## src/rtl/wb_stage_pkg.sv

```systemverilog
`default_nettype none
// ============================================================================
// wb_stage_pkg: shared RISC-V opcode, funct3 and CSR constants for the stages.
// Rev 1.0
// ============================================================================
package wb_stage_pkg;

  localparam logic [6:0] OPC_LOAD   = 7'b0000011;
  localparam logic [6:0] OPC_STORE  = 7'b0100011;
  localparam logic [6:0] OPC_BRANCH = 7'b1100011;
  localparam logic [6:0] OPC_JAL    = 7'b1101111;
  localparam logic [6:0] OPC_JALR   = 7'b1100111;
  localparam logic [6:0] OPC_LUI    = 7'b0110111;
  localparam logic [6:0] OPC_AUIPC  = 7'b0010111;
  localparam logic [6:0] OPC_OP     = 7'b0110011;
  localparam logic [6:0] OPC_OP_IMM = 7'b0010011;
  localparam logic [6:0] OPC_SYSTEM = 7'b1110011;

  localparam logic [2:0] F3_LB     = 3'b000;
  localparam logic [2:0] F3_LH     = 3'b001;
  localparam logic [2:0] F3_LW     = 3'b010;
  localparam logic [2:0] F3_LBU    = 3'b100;
  localparam logic [2:0] F3_LHU    = 3'b101;
  localparam logic [2:0] F3_CSRRW  = 3'b001;
  localparam logic [2:0] F3_CSRRWI = 3'b101;

  localparam logic [11:0] CSR_TOHOST_ADDR = 12'h51E;
  localparam logic [31:0] NOP_INST_ENC    = 32'h0000_0013;
  localparam logic [3:0]  IO_REGION       = 4'b1000;

  function automatic logic is_csr_write(input logic [6:0] opcode, input logic [2:0] funct3);
    return (opcode == OPC_SYSTEM) && ((funct3 == F3_CSRRW) || (funct3 == F3_CSRRWI));
  endfunction

  // Stores, branches, other SYSTEM forms and unknown opcodes never write rd.
  function automatic logic writes_rd(input logic [6:0] opcode, input logic [2:0] funct3);
    case (opcode)
      OPC_LOAD, OPC_JAL, OPC_JALR, OPC_LUI,
      OPC_AUIPC, OPC_OP, OPC_OP_IMM: return 1'b1;
      OPC_SYSTEM:                    return is_csr_write(opcode, funct3);
      default:                       return 1'b0;
    endcase
  endfunction

endpackage
`default_nettype wire

```

## src/rtl/wb_stage_load_align.sv

```systemverilog
`default_nettype none
// ============================================================================
// load_align: byte/halfword lane selection and sign/zero extension for loads.
// Rev 1.0
// ============================================================================
module load_align
  import wb_stage_pkg::*;
(
  input  logic [31:0] word,
  input  logic [1:0]  addr_lo,
  input  logic [2:0]  funct3,
  output logic [31:0] data
);

  logic [7:0]  byte_sel;
  logic [15:0] half_sel;

  always_comb begin
    case (addr_lo)
      2'd0:    byte_sel = word[7:0];
      2'd1:    byte_sel = word[15:8];
      2'd2:    byte_sel = word[23:16];
      default: byte_sel = word[31:24];
    endcase
    half_sel = addr_lo[1] ? word[31:16] : word[15:0];
  end

  always_comb begin
    case (funct3)
      F3_LB:   data = {{24{byte_sel[7]}}, byte_sel};
      F3_LBU:  data = {24'b0, byte_sel};
      F3_LH:   data = {{16{half_sel[15]}}, half_sel};
      F3_LHU:  data = {16'b0, half_sel};
      F3_LW:   data = word;
      default: data = 32'b0;
    endcase
  end

endmodule
`default_nettype wire

```

## src/rtl/wb_stage.sv

```systemverilog
`default_nettype none
// ============================================================================
// wb_stage: writeback mux, register-file write control, tohost CSR and counters.
// Rev 1.0
// ============================================================================
module wb_stage
  import wb_stage_pkg::*;
#(
  parameter logic [11:0] CSR_TOHOST = CSR_TOHOST_ADDR,
  parameter logic [31:0] NOP_INST   = NOP_INST_ENC
) (
  input  logic        clk,
  input  logic        rst,
  input  logic [31:0] wb_pc4,
  input  logic [31:0] wb_alu,
  input  logic [31:0] wb_inst,
  input  logic [31:0] wb_addr,
  input  logic [31:0] mem_dmem_dout,
  input  logic [31:0] mem_io_dout,
  input  logic        wb_stall,
  input  logic        counter_clr,
  output logic [31:0] wb_wdata,
  output logic [4:0]  wb_rd,
  output logic        wb_we,
  output logic [31:0] csr_tohost,
  output logic [31:0] cycle_cnt,
  output logic [31:0] instret_cnt
);

  logic [6:0]  opcode;
  logic [2:0]  funct3;
  logic        tohost_hit;
  logic [31:0] load_word;
  logic [31:0] load_data;
  logic        unused_bits;

  assign opcode      = wb_inst[6:0];
  assign funct3      = wb_inst[14:12];
  assign wb_rd       = wb_inst[11:7];
  assign tohost_hit  = is_csr_write(opcode, funct3) && (wb_inst[31:20] == CSR_TOHOST);
  assign load_word   = (wb_addr[31:28] == IO_REGION) ? mem_io_dout : mem_dmem_dout;
  assign unused_bits = &{1'b0, wb_addr[27:2], wb_inst[19:15]};

  load_align u_load_align (
    .word    (load_word),
    .addr_lo (wb_addr[1:0]),
    .funct3  (funct3),
    .data    (load_data)
  );

  always_comb begin
    wb_wdata = 32'b0;
    case (opcode)
      OPC_LOAD:                             wb_wdata = load_data;
      OPC_JAL, OPC_JALR:                    wb_wdata = wb_pc4;
      OPC_LUI, OPC_AUIPC, OPC_OP, OPC_OP_IMM: wb_wdata = wb_alu;
      // CSR swap returns the value held before this instruction's write.
      OPC_SYSTEM: if (tohost_hit)           wb_wdata = csr_tohost;
      default: ;
    endcase
  end

  assign wb_we = writes_rd(opcode, funct3) && (wb_rd != 5'd0) && !wb_stall && !rst;

  always_ff @(posedge clk) begin
    if (rst) begin
      csr_tohost  <= 32'b0;
      cycle_cnt   <= 32'b0;
      instret_cnt <= 32'b0;
    end else begin
      if (tohost_hit && !wb_stall) csr_tohost <= wb_alu;
      if (counter_clr) begin
        cycle_cnt   <= 32'b0;
        instret_cnt <= 32'b0;
      end else begin
        cycle_cnt <= cycle_cnt + 32'd1;
        if (!wb_stall && (wb_inst != NOP_INST)) instret_cnt <= instret_cnt + 32'd1;
      end
    end
  end

endmodule
`default_nettype wire

```

## config.mk

```make
export PLATFORM = sky130hd
export DESIGN_NAME = wb_stage
export DESIGN_NICKNAME = d
export VERILOG_FILES = /design/src/rtl/wb_stage_pkg.sv /design/src/rtl/wb_stage_load_align.sv /design/src/rtl/wb_stage.sv
export SDC_FILE = /design/constraint.sdc
export NUM_CORES = 1
export LEC_CHECK = 0
export BUFFER_PORTS_ARGS = -buffer_cell sky130_fd_sc_hd__buf_2
export CAP_MARGIN = 20
export CORE_MARGIN = 8
export CORE_UTILIZATION = 45
export DETAILED_ROUTE_END_ITERATION = 7
export GPL_TIMING_DRIVEN = 1
export PLACE_DENSITY = 0.79
export SETUP_SLACK_MARGIN = 0.2
export SLEW_MARGIN = 20
export SYNTH_ARGS = -nofsm -noshare
export SYNTH_HDL_FRONTEND = slang
export SYNTH_HIERARCHICAL = 1
export SYNTH_SLANG_ARGS = --single-unit
```

## constraint.sdc

```tcl
create_clock -name clk -period 6.1 [get_ports clk]
set_clock_uncertainty 0.15 [all_clocks]
set_input_delay 1.525 -clock clk [delete_from_list [all_inputs] [get_ports clk]]
set_output_delay 1.525 -clock clk [all_outputs]
set_load 0.02 [all_outputs]
```

==> metrics, run 1 <==
status=finished with violations; failing checks=DRC; initial antenna violation count=1; largest family of logic cells by synthesized area=simple AND/OR/NAND/NOR gates; Cells after Synth=790; Setup WS post-layout=0.3147 ns; post-synthesis mux area share=15.30%; Worst-path clk slew=~0.07 ns; I/O pin total=330; Clock Tree Buf Depth=2; cell breakdown of the critical path=buf_2 > nor4b_2 > bufbuf_16 > mux2_2 > mux2_2 > a22oi_4 > buf_12 > o221ai_1 > a222oi_1 > nand2_1 > buf_2; Layout area overhead=29.85%; Initial Util=45.47%; Core Region=0.01431 mm2; setup tns final=0 ns; commonest cells after routing, fill and taps aside=buf_2, nand2_1, dfxtp_1; Adder-Cell Fraction of Synth Area=less than 1%; final setup fails=0; VDD IR max=~0.15 mV; Synth Area in Simple Gates=a little over a quarter; Yosys Warn Count=6; CTS tree=built; Filler Cell Count=1312; final non-filler cell total=1248; worst r2r path cells=5; CP max stage cell=mux2_2; Die Y=between 100 and 150 um; post-synthesis sequential area ratio=about 30%; Detail Route Antenna Nets=0; number of CTS-inserted buffers=9; Mapped Area=~0.0065 mm2; min Tclk post-route=roughly 5.8 ns; vias in the first global route=6858; Max Freq=between 150 and 200 MHz; hold path startpoint=cycle_cnt[0]$_SDFF_PP0_; fin nets=between 1000 and 1500; Critical Path Sink Type=output pin; static leakage=3.749 nW; first-pass GRT wire length=36.82 mm; reg2reg start=cycle_cnt[6]$_SDFF_PP0_; hold_buf cts=0; DP Wirelength=between 15 and 20 mm; Placer Congestion=between 0.9 and 1; DR vias/cell=about 5.9; Clk Tree Root Cell=clkbuf_16; clk sinks=96; Worst EP required=between 4 and 5 ns; asr flop ratio synth=0%; crit path launch type=primary input; CTS H-tree depth=3; final wirelength=~25 mm; Hold Path Class=flop to flop; 1st-iter DRT viols=between 700 and 800; CP Data Arrival Time=around 4.1 ns; commonest non-fill, non-tap cell in the layout=buf_2; largest net degree at the start of global routing=45; predominant post-synthesis flop cell=dfxtp_1; number of synthesized flops with an enable pin=0; largest stage delay on the critical path=~0.41 ns; post-synthesis cell type count=64; Cell Count Post-Placement=1229; worst-margin pin slew=about 1.1 ns; Final period util=between 90% and 100%; Mapped Avg Cell Area=roughly 8.2 um2; CP Max Fanout=32; row count=between 40 and 50; die area=approximately 0.019 mm2; critical path type=primary input to output pin; GRT Total Usage=25.03%; layout cells sized above 1=between 30% and 40%; Crit path depth=11; input/output buffers=between 300 and 400; delay-heaviest family, CP=buffers and inverters; Final Hold Viols=0; Die X=approximately 140 um; per-cell routed wire length=19.71 um; drt first pass iters=8; DRC violations left=18; post-synthesis register bit count=96; syn nets=988; clock latency on the worst-skew pair=0.35 ns; worst slack at placement=slightly below 0.3 ns; crit path buf inv count=4; Worst slew margin=roughly 27%; max-cap violations=0; compound-gate portion of the synthesized area=a little under a fifth; Power Density=around 170 mW/mm2; Worst Setup SP=wb_addr[29]; Slew Viols, Final=0; xor/xnor share of the synthesized area=~3.5%; RSZ-0062 raised after global routing=false; Congestion Overflow GR=0; via count=~7400; Worst Hold Path Cells=1
[flip-flops by register name, summed over array words and instances (netlist names)]
name and flops:
csr_tohost 32, cycle_cnt 32, instret_cnt 32
[kinds of logic (layout without fill, tap and decap cells)]
logic type	Yosys count	count (layout)
and+or+nand+nor	351	351
AOI/OAI and AO/OA	150	150
DFF	96	96
muxes	90	90
buffers and inverters	75	348
xor gates and xnor gates	26	26
adders and majority gates	2	2
other	0	1
[synth_stat cells, types with 7 or more instances]
master | number | area, um2
nand2_1 | 105 | 394.1
dfxtp_1 | 96 | 1922
nor2_1 | 77 | 289.0
mux2i_1 | 50 | 500.5
nand3_1 | 41 | 205.2
mux2_2 | 36 | 405.4
clkbuf_1 | 35 | 131.4
a21oi_1 | 32 | 160.2
a222oi_1 | 32 | 320.3
xnor2_1 | 21 | 183.9
nand4_1 | 17 | 106.4
and3_1 | 16 | 100.1
nor3_1 | 15 | 75.07
inv_1 | 14 | 52.55
or3_1 | 13 | 81.33
nor4_1 | 12 | 75.07
and4_1 | 10 | 87.58
buf_2 | 10 | 50.05
o211ai_2 | 10 | 125.1
a31o_2 | 9 | 78.83
o31ai_1 | 9 | 67.56
or4_1 | 9 | 67.56
buf_4 | 8 | 60.06
o21ai_0 | 8 | 40.04
o221ai_1 | 8 | 70.07
and2_1 | 7 | 43.79
o211ai_1 | 7 | 52.55
[cell type report]
cell class              count  area (um2)  area share, %
multi-input cells         619        4259          50.39
flip-flops and latches     96        1922          22.74
clock buffers              10       239.0          2.828
repair buffers            318        1674          19.81
inverters                  14       52.55         0.6218
clock inverters             6       72.57         0.8586
well taps                 184       230.2          2.724
diodes                      1       2.502        0.02961
[worst register-to-register path, cell delays in order (launching register included)]
cell and delay (ns):
dfxtp_1 0.41, and3_1 0.30, nand3_1 0.38, nor3_1 0.71, a31oi_1 0.16, a41o_1 0.22
[worst paths after layout]
kind	end	slack [ns]
hold / removal	cycle_cnt[0]$_SDFF_PP0_	0.31
hold reg to reg	cycle_cnt[0]$_SDFF_PP0_	0.31
setup / recovery	wb_wdata[13]	0.31
setup reg to reg	cycle_cnt[27]$_SDFF_PP0_	3.66
[timing repair]
item	CTS	global route
buffers inserted	0	1
endpoints found under the setup margin	0	5
resized for setup	0	1
[power by group]
part / switching [mW] / total, mW / internal [mW]
Clock: 0.266 / 0.602 / 0.335
Combinational: 0.126 / 0.226 / 0.101
Sequential: 0.00123 / 0.628 / 0.627
[layer usage]
metal | global-route usage [%] | up-vias | part of all wire, %
met5 | 0 | - | 0
met4 | 10.19 | 0 | 3.1
met3 | 5.432 | 46 | 8.5
met2 | 43.85 | 395 | 50
met1 | 28.93 | 3478 | 38
li1 | - | 3495 | -
[per-stage QoR]
step / utilization [%] / power, mW / instance area, um2 / hold WS (ns)
2_1_floorplan: - / 0.7658 / 6509 / 0.3652
3_3_place_gp: 56.61 / 0.8596 / 8103 / 0.2907
3_5_place_dp: 56.61 / 0.8638 / 8103 / 0.2945
4_1_cts: 58.79 / 1.461 / 8414 / 0.3109
5_1_grt: 59.05 / 1.512 / 8452 / 0.3310
6_report: 59.05 / 1.457 / 8452 / 0.3095
Note: power is estimated with default switching activity, not from simulation.
==> run 2: changes to the inputs <==
- CELL_PAD_IN_SITES_DETAIL_PLACEMENT: not set -> 1
- CELL_PAD_IN_SITES_GLOBAL_PLACEMENT: not set -> 1
- CORE_UTILIZATION: 45 -> 33
- PLACE_DENSITY: 0.79 -> not set
- PLACE_DENSITY_LB_ADDON: not set -> 0.1
==> run 2 against run 1 <==
  * The run now ends clean
  * Largest cell class unchanged
  * Combinational power about the same
  * Flip-flop and latch count unchanged
  * Clock power up 3.3%
  * Sequential share of layout area down 0.33 points
  * Power up 1.2%
==> metrics, run 2 (synthesized netlist as in run 1, its figures left out) <==
status=completed; CP max stage cell=mux2_2; largest net degree at the start of global routing=47 (+4.4%); DP Wirelength=21.21 mm (+13%); Worst EP required=4.43 ns (about the same); Congestion Overflow GR=0 (unchanged); final non-filler cell total=1330 (+6.6%); Detail Route Antenna Nets=0 (unchanged); Cell Count Post-Placement=1311 (+6.7%); clk sinks=96 (unchanged); max-cap violations=0 (unchanged); crit path launch type=primary input; Die Y=156.4 um (+15%); CTS tree=built; Clk Tree Root Cell=clkbuf_16; area of the multi-input gates=0.004270 mm2 (+0.26%); gr busiest metal=met2; CP Max Fanout=17 (-47%); Placer Congestion=0.8232 (-13%); input/output buffers=303 (unchanged); met3 GRT Util=5.295% (-0.14 points); DRC violations left=0 (-18); clock latency on the worst-skew pair=0.35 ns (about the same); Hold Path Class=flop to flop; Slew Viols, Final=0 (unchanged); DR vias/cell=5.432 (-8.6%); Layout area overhead=31.74%; vias in the first global route=7260 (+5.9%); Worst slew margin=32.46% (+5.4 points); 1st-iter DRT viols=412 (-44%); commonest cells after routing, fill and taps aside=buf_2, nand2_1, dfxtp_1; critical path type=primary input to output pin; via count=7224 (-2.6%); layout cells sized above 1=38.66% (unchanged); initial antenna violation count=2 (+1); internal power=1.066 mW (+0.24%); GRT Total Usage=21.13% (-3.9 points); met2 Use GR=38.00% (-5.9 points); post-CTS setup buffer count=0 (unchanged); Initial Util=33.55% (-12 points); Core Region=0.01940 mm2 (+36%); Sw Pwr=0.4078 mW (+3.7%); row count=51 (+16%); final wirelength=26.97 mm (+9.6%); Die X=156.4 um (+15%); drt first pass iters=7 (-1); met1 usage=24.60% (-4.3 points); CTS H-tree depth=3 (unchanged); CP dominant cell by count=buf_2; Critical Path Sink Type=output pin; cell breakdown of the critical path=buf_2 > nor4b_2 > buf_4 > mux2_2 > mux2_4 > a22oi_4 > buf_12 > o221ai_1 > a222oi_1 > nand2_1 > buf_2; die area=0.02447 mm2 (+32%); Worst-path clk slew=0.07 ns (about the same); sw frac=27.67% (+0.67 points); Clock Tree Buf Depth=2 (unchanged); I/O pin total=330 (unchanged); flop-to-flop setup slack=3.59 ns (-0.07 ns); Comb pwr share=15.2% (-0.3 points); Max Freq=174.0 MHz (+0.64%); first-pass GRT wire length=41.00 mm (+11%); min Tclk post-route=5.748 ns (-0.03685 ns); setup tns final=0 ns (unchanged); static leakage=3.745 nW (-0.11%); Power Density=171.9 mW/mm2 (-0.28%); RSZ-0062 raised after global routing=false; PostCTS Resize Cnt=0 (unchanged); commonest non-fill, non-tap cell in the layout=buf_2; Final period util=94.24% (-0.60 points); register area=0.001922 mm2 (unchanged); CP Data Arrival Time=4.07 ns (-0.04 ns); Largest regs=csr_tohost x32, cycle_cnt x32, instret_cnt x32; final setup fails=0 (unchanged); part of the power in the clock network=42.2% (+0.9 points); Final Hold Viols=0 (unchanged); hold_buf cts=0 (unchanged); number of CTS-inserted buffers=9 (unchanged); largest stage delay on the critical path=0.40 ns (about the same); Filler Cell Count=2482 (+89%); fin nets=1256 (unchanged); per-cell routed wire length=20.28 um (+2.9%); share of total power in sequential cells=42.7% (-0.4 points); worst-margin pin slew=1.009 ns (-0.08578 ns); VDD IR max=0.1129 mV (-23%)
run 2: layer usage:
layer	vias to the layer above	part of all wire, %
met2	220	51
met1	3480	41
met4	0	1.0
li1	3508	-
met3	16	6.4
met5	-	0
run 2: final timing paths:
check / startpoint / endpoint / cells after the start
hold / removal: cycle_cnt[0]$_SDFF_PP0_ / cycle_cnt[0]$_SDFF_PP0_ / 1
hold reg to reg: cycle_cnt[0]$_SDFF_PP0_ / cycle_cnt[0]$_SDFF_PP0_ / 1
setup / recovery: wb_addr[29] / wb_wdata[14] / 11
setup reg to reg: cycle_cnt[6]$_SDFF_PP0_ / cycle_cnt[27]$_SDFF_PP0_ / 5
run 2: area by class of cell:
| cell class | count | area share (%) |
|---|---|---|
| multi-input combinational | 619 | 49.80 |
| clock buffer | 10 | 2.787 |
| tap | 265 | 3.867 |
| clock inverter | 6 | 0.9339 |
| timing repair buffer | 318 | 19.52 |
| inverter | 14 | 0.6129 |
| antenna | 2 | 0.05837 |
| sequential | 96 | 22.41 |
run 2: critical path, delay by kind of cell:
family	cells	cell delay [ns]
compound gates	3	0.81
buf+inv	4	0.71
mux	2	0.70
simple gates	2	0.33
run 2: power by group through the flow:
stage	logic, mW	registers (mW)	clock network [mW]
6_report	0.224	0.629	0.622
5_1_grt	0.242	0.629	0.669
4_1_cts	0.224	0.629	0.641
3_5_place_dp	0.223	0.643	0
3_3_place_gp	0.221	0.643	0
2_1_floorplan	0.122	0.644	0
run 2: through the flow:
stage / total power [mW] / instance area (um2) / util, % / hold slack, ns / setup WS [ns]
floorplan: 0.7658 / 6509 / - / 0.3652 / 0.3161
global placement: 0.8644 / 8224 / 42.40 / 0.3177 / 0.3797
detailed placement: 0.8666 / 8224 / 42.40 / 0.3208 / 0.3392
CTS: 1.494 / 8543 / 44.04 / 0.3392 / 0.3363
global route: 1.540 / 8574 / 44.20 / 0.3439 / 0.2103
finish: 1.474 / 8574 / 44.20 / 0.3255 / 0.3516
==> run 3: changes to the inputs <==
- ABC_AREA: not set -> 1
- CORE_UTILIZATION: 33 -> 29
- clock period: 6.1 -> 4.9 ns (I/O delays scaled with it)
==> run 3 against run 2 <==
  * Sequential share of layout area is 3.6 points lower
  * Largest cell class unchanged
  * Utilization is 6.2 points lower
  * Critical endpoint is now wb_wdata[28]
  * Highest routed layer is now met5
  * Combinational power is 48% higher
==> metrics, run 3 <==
DR vias/cell=4.869 (-10%); Hold Path Class=flop to flop; Finished Cell Area=0.01019 mm2 (+19%); initial antenna violation count=4 (+2); predominant post-synthesis flop cell=dfxtp_1; DP Wirelength=27.61 mm (+30%); via count=9563 (+32%); top cells by area, synth=dfxtp_1, nand2_1, inv_1; flop-to-flop setup slack=2.70 ns (-0.89 ns); row count=60 (+18%); Largest regs=csr_tohost x32, cycle_cnt x32, instret_cnt x32; CTS tree=built; syn nets=1523 (+54%); Post-DP Area=0.009630 mm2 (+17%); max layer used=met5; Power Density=179.1 mW/mm2 (+4.2%); CP Max Fanout=12 (-5); Cells after Synth=1325 (+68%); input/output buffers=303 (unchanged); VDD IR max=0.1829 mV (+62%); post-synthesis register bit count=96 (unchanged); number of CTS-inserted buffers=9 (unchanged); Adder-Cell Fraction of Synth Area=0.3178% (-0.067 points); Clock Tree Buf Depth=2 (unchanged); xor/xnor share of the synthesized area=1.557% (-1.9 points); top cells by count, synth=nand2_1, inv_1, nor2_1, nand3_1, a21oi_1; Final Hold Viols=0 (unchanged); Detail Route Antenna Nets=0 (unchanged); Worst slew margin=41.34% (+8.9 points); final non-filler cell total=1964 (+48%); worst-margin pin slew=0.8800 ns (-0.1288 ns); crit path launch type=primary input; Yosys Warn Count=6 (unchanged); CTS H-tree depth=3 (unchanged); max-cap violations=0 (unchanged); compound-gate portion of the synthesized area=13.59% (-5.3 points); Synth Area in Simple Gates=42.35% (+15 points); largest family of logic cells by synthesized area=simple AND/OR/NAND/NOR gates; 1st-iter DRT viols=472 (+15%); status=completed; Critical Path Sink Type=output pin; Mapped Area=0.007874 mm2 (+21%); Filler Cell Count=3637 (+47%); Layout area overhead=29.45%; post-synthesis mux area share=4.577% (-11 points); cell taking the most area after synthesis=dfxtp_1; RSZ-0062 raised after global routing=true; per-cell routed wire length=17.62 um (-13%); first-pass GRT wire length=53.80 mm (+31%); die area=0.03268 mm2 (+34%); Congestion Overflow GR=0 (unchanged); Slew Viols, Final=0 (unchanged); DRC violations left=0 (unchanged); I/O pin total=330 (unchanged); CP Data Arrival Time=3.31 ns (-0.76 ns); clk sinks=96 (unchanged); DR WL met2=16.00 mm (+15%); post-synthesis cell type count=41 (-36%); static leakage=4.856 nW (+30%); critical path type=primary input to output pin; Die Y=180.8 um (+16%); post-synthesis sequential area ratio=24.41% (-5.1 points); most common cell in the netlist=nand2_1; commonest non-fill, non-tap cell in the layout=nand2_1; vias in the first global route=9649 (+33%); layout cells sized above 1=28.58% (-10 points); setup tns final=0 ns (unchanged); drt first pass iters=5 (-2); Worst EP required=3.52 ns (-0.91 ns); Worst-path clk slew=0.07 ns (about the same); final setup fails=0 (unchanged); largest net degree at the start of global routing=83 (+77%); met1 WL=16.61 mm (+50%); Die X=180.8 um (+16%); clock latency on the worst-skew pair=0.35 ns (about the same); Initial Util=29.38% (-4.2 points); post-synth top area share=24.41% (-5.1 points); routed length on met3=1.540 mm (-11%); Post-Route Utilization=38.03% (-6.2 points); asr flop ratio synth=0% (unchanged); GRT Total Usage=20.33% (-0.80 points); fin nets=1813 (+44%); min Tclk post-route=4.681 ns; number of synthesized flops with an enable pin=0 (unchanged); Cell Count Post-Placement=1929 (+47%); Mapped Avg Cell Area=5.942 um2 (-28%); Max Freq=213.6 MHz; commonest cells after routing, fill and taps aside=nand2_1, buf_2, inv_1; final wirelength=34.61 mm (+28%); Final period util=between 90% and 100%; Core Region=0.02680 mm2 (+38%); Placer Congestion=0.8371 (+1.7%); Clk Tree Root Cell=clkbuf_16
run 3: changes by cell type after synthesis, moves of 16 or more:
| cell | previous run | this run |
|---|---|---|
| xnor2_1 | 21 | 5 |
| a222oi_1 | 32 | 0 |
| nor2_1 | 77 | 169 |
| o21ai_0 | 8 | 63 |
| a21oi_1 | 32 | 114 |
| nand3_2 | 0 | 22 |
| mux2i_1 | 50 | 0 |
| nand3_1 | 41 | 125 |
| and3_1 | 16 | 0 |
| inv_1 | 14 | 171 |
| nand2_1 | 105 | 362 |
run 3: worst paths after layout:
kind,to,start,depth (start not counted)
min,cycle_cnt[0]$_SDFF_PP0_,cycle_cnt[0]$_SDFF_PP0_,1
min reg2reg,cycle_cnt[0]$_SDFF_PP0_,cycle_cnt[0]$_SDFF_PP0_,1
max reg2reg,instret_cnt[16]$_SDFFE_PP0P_,instret_cnt[0]$_SDFFE_PP0P_,9
max,wb_wdata[28],wb_addr[29],15
run 3: repair_timing:
action	4_1_cts	5_1_grt
pin swaps	2	2
buffers inserted	6	6
hold buffers	0	0
cloned	1	3
resized for setup	11	27
endpoints found under the setup margin	21	28
run 3: cell type report:
| type | instances | area [um2] | share of cell area, % |
|---|---|---|---|
| Multi-Input combinational cell | 995 | 5031 | 49.36 |
| Sequential cell | 96 | 1922 | 18.86 |
| Timing Repair Buffer | 337 | 1859 | 18.24 |
| Inverter | 176 | 665.6 | 6.531 |
| Tap cell | 341 | 426.7 | 4.186 |
| Clock buffer | 10 | 229.0 | 2.246 |
| Clock inverter | 6 | 51.30 | 0.5033 |
| Antenna cell | 3 | 7.507 | 0.07366 |
run 3: cell families (layout without fill, tap and decap cells):
kind of cell,Yosys count,after routing
compound gates,205,205
xor+xnor,14,14
fa+ha+maj,2,2
buf+inv,236,529
flops,96,96
mux,32,32
other cells,0,3
simple gates,740,742
run 3: critical path, stage by stage:
cell	delay [ns]
buf_2	0.10
nor2_2	0.09
nand3b_1	0.15
buf_12	0.19
mux2_2	0.27
nand2_2	0.09
nand2_2	0.14
nand3b_4	0.14
buf_4	0.17
nand3_1	0.07
nand3_1	0.08
o21ai_1	0.25
a21oi_1	0.07
o21ai_0	0.08
buf_2	0.19
run 3: power breakdown:
| part | switching, mW | internal [mW] |
|---|---|---|
| combinational | 0.201 | 0.130 |
| sequential | 0.00173 | 0.781 |
| clock | 0.360 | 0.353 |
run 3: metal layers:
metal	vias up	GRT usage (%)
met5	-	0
met3	23	3.912
met4	2	4.332
met1	4501	26.98
met2	216	33.67
li1	4821	-
run 3: stage by stage:
stage          hold slack, ns  setup WS (ns)  power (mW)
6_report               0.3321         0.2193       1.826
5_1_grt                0.3629         0.1001       1.916
4_1_cts                0.3381         0.1720       1.852
3_5_place_dp           0.3239        0.09406       1.116
3_3_place_gp           0.3129         0.1234       1.112
2_1_floorplan          0.3690         0.5471      0.9857
